`config.mk`:
```
export PLATFORM = sky130hd
export DESIGN_NAME = alut_age_checker14
export DESIGN_NICKNAME = d
export VERILOG_FILES = /design/src/rtl/alut_age_checker14.sv
export SDC_FILE = /design/constraint.sdc
export NUM_CORES = 1
export LEC_CHECK = 0
export CORE_AREA = 2 2 182 131
export CTS_CLUSTER_DIAMETER = 100
export CTS_CLUSTER_SIZE = 20
export DETAILED_ROUTE_END_ITERATION = 8
export DIE_AREA = 0 0 184 133
export GPL_ROUTABILITY_DRIVEN = 1
export PLACE_DENSITY = 0.61
export SYNTH_ARGS = -nofsm -noshare
export SYNTH_HDL_FRONTEND = slang
export SYNTH_SLANG_ARGS = --single-unit
```
`constraint.sdc`:
```
create_clock -name pclk14 -period 5.23 [get_ports pclk14]
set_input_delay 1.046 -clock pclk14 [delete_from_list [all_inputs] [get_ports pclk14]]
set_output_delay 1.046 -clock pclk14 [all_outputs]
set_load 0.02 [all_outputs]
```
`src/rtl/alut_age_checker14.sv`:
```
// Age sweeper for the address lookup table: walks every entry, invalidates stale ones.
// Optional feature: define ALUT_AGE_STATS_EN to keep a count of entries invalidated per sweep.
module alut_age_checker14 #(
  parameter int DW = 83,
  parameter int DD = 256
) (
  input  logic          pclk14,
  input  logic          n_p_reset14,
  input  logic          check_age14,
  input  logic [31:0]   max_age14,
  input  logic [31:0]   curr_time14,
  input  logic          add_lock14,
  input  logic [DW-1:0] mem_read_data_age14,
  output logic [7:0]    mem_addr_age14,
  output logic          mem_write_age14,
  output logic [DW-1:0] mem_write_data_age14,
  output logic          age_busy14,
  output logic          age_done14,
  output logic [8:0]    aged_count14
);

  typedef enum logic [2:0] {IDLE, RD, CHK, WR, DONE} state_t;

  localparam logic [7:0] LAST_ADDR = 8'(DD - 1);

  state_t        state, state_nxt;
  logic [7:0]    addr_q, addr_nxt;
  logic [DW-1:0] wdata_q, wdata_nxt;
  logic [31:0]   age;
  logic          stale;
  logic          last;

  // Unsigned modular subtraction keeps the age correct across timestamp wrap.
  assign age   = curr_time14 - mem_read_data_age14[31:0];
  assign stale = mem_read_data_age14[DW-1] && (age > max_age14);
  assign last  = (addr_q == LAST_ADDR);

  always_ff @(posedge pclk14 or negedge n_p_reset14) begin
    if (!n_p_reset14) begin
      state   <= IDLE;
      addr_q  <= '0;
      wdata_q <= '0;
    end else begin
      state   <= state_nxt;
      addr_q  <= addr_nxt;
      wdata_q <= wdata_nxt;
    end
  end

  always_comb begin
    state_nxt = state;
    addr_nxt  = addr_q;
    wdata_nxt = wdata_q;
    case (state)
      IDLE: begin
        if (check_age14) begin
          state_nxt = RD;
          addr_nxt  = '0;
        end
      end
      RD: begin
        if (!add_lock14) state_nxt = CHK;
      end
      CHK: begin
        if (stale) begin
          state_nxt            = WR;
          wdata_nxt            = mem_read_data_age14;
          wdata_nxt[DW-1]      = 1'b0;
        end else if (last) begin
          state_nxt = DONE;
        end else begin
          state_nxt = RD;
          addr_nxt  = addr_q + 8'd1;
        end
      end
      WR: begin
        if (!add_lock14) begin
          if (last) begin
            state_nxt = DONE;
          end else begin
            state_nxt = RD;
            addr_nxt  = addr_q + 8'd1;
          end
        end
      end
      DONE: state_nxt = IDLE;
      default: state_nxt = IDLE;
    endcase
  end

  // Outputs decode straight from state so an async reset clears them immediately.
  assign mem_addr_age14       = addr_q;
  assign mem_write_age14      = (state == WR) && !add_lock14;
  assign mem_write_data_age14 = wdata_q;
  assign age_busy14           = (state == RD) || (state == CHK) || (state == WR);
  assign age_done14           = (state == DONE);

`ifdef ALUT_AGE_STATS_EN
  logic [8:0] aged_cnt_q;

  always_ff @(posedge pclk14 or negedge n_p_reset14) begin
    if (!n_p_reset14) begin
      aged_cnt_q <= '0;
    end else if ((state == IDLE) && check_age14) begin
      aged_cnt_q <= '0;
    end else if (mem_write_age14) begin
      aged_cnt_q <= aged_cnt_q + 9'd1;
    end
  end

  assign aged_count14 = aged_cnt_q;
`else
  assign aged_count14 = '0;
`endif

endmodule

```
### Yosys cells after proc, flatten, opt, wreduce, memory -nomap -nowiden

Index checks and enable logic that the tools add are counted.

| storage, ports and cells | value |
|---|---|
| input port bits | 151 |
| output and inout port bits | 103 |
| flip-flop bits (word level) | 93 |
| word-level logic and storage cells | 36 |

| cells by class | value |
|---|---|
| reduce and logical (&&, ||, !) cells | 10 |
| order comparisons | 1 |
| muxes and demuxes | 11 |
| add/subtract/negate cells | 2 |
| equal/unequal tests | 9 |

Operators with widths:

| kind | number |
|---|---|
| $gt A32 B32 Y1 | 1 |
| $mux W8 | 4 |
| $sub A32 B32 Y32 | 1 |
| $pmux W8 S3 | 1 |
| $mux W3 | 5 |
| $pmux W3 S4 | 1 |
| $add A8 B1 Y8 const B | 1 |
| $eq A8 B8 Y1 const B | 1 |
| $ne A2 B2 Y1 const B | 4 |
| $eq A3 B2 Y1 const B | 2 |
| $reduce_and A4 Y1 | 1 |
| $eq A3 B1 Y1 const B | 1 |
| $eq A3 B3 Y1 const B | 1 |
| $logic_not A3 Y1 | 1 |
| $reduce_and A3 Y1 | 1 |
| $reduce_bool A3 Y1 | 1 |
| $logic_and A1 B1 Y1 | 2 |
| $logic_or A1 B1 Y1 | 2 |
| $reduce_and A2 Y1 | 1 |
| $logic_not A1 Y1 | 1 |

### Depth between registers and ports, before layout

| depth | value |
|---|---|
| depth in word-level cells | 5 |
| gate-level depth with buffers | 25 |
| depth with buffers taken out | 23 |

### Least setup slack after synthesis

No wires, ideal clock.

| timing path | value |
|---|---|
| path type | input -> register |
| start | input curr_time14[0] |
| end | register wdata_q[63], in the netlist mem_write_data_age14[63] |
| arrival time | 5217 ps |
| data required time | 5102 ps |
| cell stages on the path | 24 |
| library setup time | 128 ps |
| buffers on the path | 2 |
| slack | -115 ps |
| path through | inv_1 -> ha_1 -> inv_1 -> fa_1 -> a211oi_1 -> o21bai_1 -> o41ai_2 -> nand2_1 -> a31o_1 -> or3_1 -> a21o_1 -> a21oi_1 -> xnor2_1 -> ha_1 -> a21o_1 -> a21o_1 -> a21oi_1 -> nor2_1 -> a211oi_1 -> o211ai_1 -> o211a_2 -> buf_6 -> buf_4 -> mux2_1 |

| between the ends | value |
|---|---|
| cells in the longest elaborated chain, start to end | 4 |

Ends and longest elaborated chain:

| what | line | source |
|---|---|---|
| start, declared | 11 | `input logic [31:0] curr_time14,` |
| $sub A32 B32 Y32 | 34 | `assign age = curr_time14 - mem_read_data_age14[31:0];` |
| $gt A32 B32 Y1 | 35 | `assign stale = mem_read_data_age14[DW-1] && (age > max_age14);` |
| $logic_and A1 B1 Y1 | 35 |  |
| $reduce_and A2 Y1 (no source line) | - |  |
| end signal, assigned | 46 | `wdata_q <= wdata_nxt;` |
| end, declared | 28 | `logic [DW-1:0] wdata_q, wdata_nxt;` |

Every way passes these cells.
A chain may end at the register's enable or synchronous reset.

### Worst setup path in the final report

| timing path | value |
|---|---|
| start | input mem_read_data_age14[1] |
| end | register state[0] |

| between the ends | value |
|---|---|
| cells in the longest elaborated chain, start to end | 5 |

Ends and longest elaborated chain:

| what | line | source |
|---|---|---|
| start, declared | 13 | `input logic [DW-1:0] mem_read_data_age14,` |
| $sub A32 B32 Y32 | 34 |  |
| $gt A32 B32 Y1 | 35 |  |
| $logic_and A1 B1 Y1 | 35 |  |
| $mux W3 | 65 | `if (stale) begin` |
| $pmux W3 S4 | 54 | `case (state)` |
| end signal, assigned | 44 | `state <= state_nxt;` |
| end, declared | 26 | `state_t state, state_nxt;` |

Every way passes these cells.

==> impl_results.md <==
* Net Sw Frac at between 30% and 40%
* Setup TNS at -1.43 ns
* Fmax at 0.188 GHz
* Final Power at 4.48 mW
* Residual DRC at 0
* Reg2Reg Setup Slack at 2.67 ns
* Largest net degree at the start of global routing at 54
* Area taken by multi-input logic gates at 4240 sq um
* Crit path launch: mem_read_data_age14[1]
* Synth Register Bits at 93
* Worst r2r dst: mem_addr_age14[7]
* Detail Route Antenna Nets at 0
* Fillers at ~2,100
* Gate power share at a little under three fifths
* Internal cell power at between 2 and 3 mW
* Crit start category: primary input
* Setup crit end: state[0]
* Skew-Pair Late Insertion Delay at 0.36 ns
* P&R area growth vs syn at 74.6%
* Worst slew margin at 30.3%
* Worst path depth at 23
* Tmin final at 5.31 ns
* XOR/XNOR share of the synthesized area at 2.93%
* Worst setup margin at -0.0778 ns
* Sequential Area at 2330 sq um
* Nets at 1,177
* Synth warn at 0
* Inserted Clock Buffers at 9
* Post-Synthesis Cells at ~620
* Initial Util at about 27%
* CP Class: in -> reg
* TritonCTS clock tree: yes
* Max incr delay on CP at a little under 0.6 ns
* CORE AREA at 22,900 sq um
* Crit-path leading delay family: compound AO/OA/AOI/OAI gates
* Htree depth at 3
* Die width at about 180 microns
* DP HPWL at between 15,000 and 20,000 microns
* Fin. Hold Viols at 0
* Crit Reg-Reg Startpoint: mem_addr_age14[0]
* Post-synthesis cell type count at 55
* Clock share of power at 15.2%
* Worst-path clk slew at 0.07 ns
* Vias at 5,785
* Number of buffers on the longest clock path at 2
* Required time worst endpoint at about 5.5 ns
* GR Util All Layers at ~17%
* Wire length of the first global-routing pass at 31,900 microns
* Most common flop cell mapped by yosys: dfrtp_1
* Clk sinks at 93
* IO Pins at 254
* Slowest cell on the critical path: or4_4
* Iteration-0 DRC Markers at around 230
* Worst min path class: reg -> reg
* Unrepaired setup endpoints after global routing: yes
* Commonest non-fill, non-tap cell in the layout: clkdlybuf4s50_1
* Register area share after synthesis at 37.1%
* Most frequent cells in the layout: clkdlybuf4s50_1, dfrtp_1, mux2_4, buf_4, inv_1
* Synth Area in Compound Gates at 14.5%
* CP Buf/Inv Count at 6
* Vias in the first global route at 5,948
* Mux contribution to synthesized area at 14.9%
* Max-cap violations at 0
* Crit share post-route at 101%
* Die footprint at around 24,000 sq um
* CP Capture Type: register
* Final setup fails at 67
* DR pass1 iterations at 4
* Site Rows at 47
* Die Y at 133 microns
* Leak at 5.07 nW
* ANT cells at 0
* Syn Area/Cell at 10.1 sq um
* Vias per Instance at 4.59
* Power Density at 409 nW/um^2
* Cell depth of the worst flop-to-flop path at 8
* Synth async-reset ratio at 100%
* Critical path, cell by cell: buf_8 -> inv_4 -> ha_4 -> nor2b_4 -> o31a_1 -> o311a_1 -> a31o_1 -> or4_4 -> nand3_4 -> a31oi_4 -> buf_4 -> o41ai_2 -> ha_1 -> a21o_1 -> a21o_1 -> a21oi_2 -> o211ai_1 -> buf_4 -> buf_12 -> o211a_4 -> buf_4 -> o32ai_2 -> a21oi_1
* Critical path arrival at 5.53 ns
* Psw at 1.62 mW
* Largest family of logic cells by synthesized area: multiplexers
* Ratio of cells with drive above 1 in the final layout at between 20% and 30%
* CP max FO at 6
* Port bufs at 243
* WL per Instance at 16.6 microns
* Initial antenna violation count at 0
* Syn Std Cell Area at 6270 sq um
* RePlAce Congestion at 0.811
* Final wirelength at 20,900 microns
* EDFF count, synth at 0
* Worst-margin pin slew at 1.04 ns
* Synth Area in Simple Gates at between 10% and 20%
* Sequential share of power at 28.5%
* Post-synthesis adder-cell area fraction at 13.1%
* Status: finished, violations left
* Worst VDD drop at 263 uV
* Clock root buffer: clkbuf_16
* Clk_skew at around 0.011 ns
* Max-slew violation count at 0
* Failing checks: negative setup slack
* CP most frequent cell: buf_4
* Grt total ovfl at 0
[how the worst min path moves through the flow]
| stage | depth (start not counted) | slack [ns] | endpoint | start |
|---|---|---|---|---|
| after detailed placement | 1 | 0.47 | mem_write_data_age14[70] | mem_write_data_age14[70] |
| final | 1 | 0.50 | mem_write_data_age14[42] | mem_write_data_age14[42] |
| after CTS | 1 | 0.49 | mem_write_data_age14[48] | mem_write_data_age14[48] |
| after floorplan | 1 | 0.50 | state[0] | state[2] |
| after global routing | 1 | 0.52 | mem_write_data_age14[30] | mem_write_data_age14[30] |
| after global placement | 1 | 0.47 | mem_write_data_age14[69] | mem_write_data_age14[69] |
[worst register-to-register path, cell delays in order (launching register included)]
cell and delay [ns]:
dfrtp_1 0.42, ha_1 0.23, nand3_1 0.13, or2_1 0.19, nor2_1 0.08, or3_1 0.56
or4_1 0.57, mux2_2 0.27, nand2_1 0.06
[state kept, by name, indices dropped and copies added (netlist names)]
register and cells:
state 3, mem_addr_age14 8, mem_write_data_age14 82
[per-layer routing]
layer  part of all wire [%]  up-vias  track usage, %
met5                      0        -               0
li1                       -     2893               -
met2                     44      157            25.2
met3                    5.3       27            3.91
met1                     49     2708            23.6
met4                    1.8        0            4.62
[cell families (layout without fill, tap and decap cells)]
family                     Yosys count  in the layout
other                                1             10
buffers and inverters               99            433
xor gates and xnor gates            21             21
and+or+nand+nor                    123            123
adders and majority gates           65             65
AOI/OAI and AO/OA                  137            138
muxes                               83             83
DFF                                 93             93
[layout make-up]
class | count | area share [%]
Clock buffer | 10 | 2.09
Clock inverter | 6 | 0.628
Inverter | 72 | 2.51
Multi-Input combinational cell | 440 | 38.7
Sequential cell | 93 | 21.3
Tap cell | 294 | 3.36
Timing Repair Buffer | 345 | 31.4
[timing repair]
item,CTS,global route
setup endpoints to repair,93,93
setup buffers,23,6
hold buffers,0,0
pin swaps,45,26
resized for setup,137,106
cloned,5,4
[power by group through the flow]
stage / Combinational [mW] / Sequential, mW / Clock (mW)
3_3_place_gp: 2.11 / 1.25 / 0
4_1_cts: 2.34 / 1.26 / 0.710
2_1_floorplan: 0.693 / 1.64 / 0
5_1_grt: 2.70 / 1.32 / 0.741
6_report: 2.52 / 1.28 / 0.683
3_5_place_dp: 2.13 / 1.27 / 0
[synth_stat cells, types with 3 or more instances]
cell,count,area (sq um)
a211oi_1,8,60.1
a21o_1,20,150
a21oi_1,36,180
a2bb2oi_1,4,35.0
a31o_1,3,26.3
a31oi_1,7,43.8
and3_1,7,43.8
and4_1,3,26.3
buf_4,12,90.1
buf_6,4,45.0
clkbuf_1,11,41.3
dfrtp_1,93,2330
ha_1,64,801
inv_1,72,270
mux2_1,48,541
mux2_2,35,394
nand2_1,31,116
nand2b_1,3,18.8
nand3_1,9,45.0
nand4_1,9,56.3
nor2_1,23,86.3
nor2b_1,6,37.5
nor3_1,7,35.0
nor4_1,5,31.3
o211ai_1,6,45.0
o21a_1,9,67.6
o21ai_0,21,105
o21bai_1,4,30.0
or2_2,3,18.8
or3_1,3,18.8
or4_1,5,37.5
xnor2_1,16,140
xor2_1,5,43.8
[stage by stage]
| stage | cells | utilization (%) | area (sq um) | setup WS [ns] | hold slack [ns] |
|---|---|---|---|---|---|
| floorplan | 631 | - | 6340 | 0.00393 | 0.495 |
| global placement | 1210 | 41.4 | 9500 | -0.840 | 0.466 |
| detailed placement | 1210 | 41.4 | 9500 | -0.980 | 0.474 |
| CTS | 1252 | 45.9 | 10500 | -0.0830 | 0.490 |
| global route | 1260 | 47.7 | 10900 | -0.249 | 0.524 |
| finish | 1260 | 47.7 | 10900 | -0.0778 | 0.502 |
No activity file was read; power rests on OpenSTA's default activity.
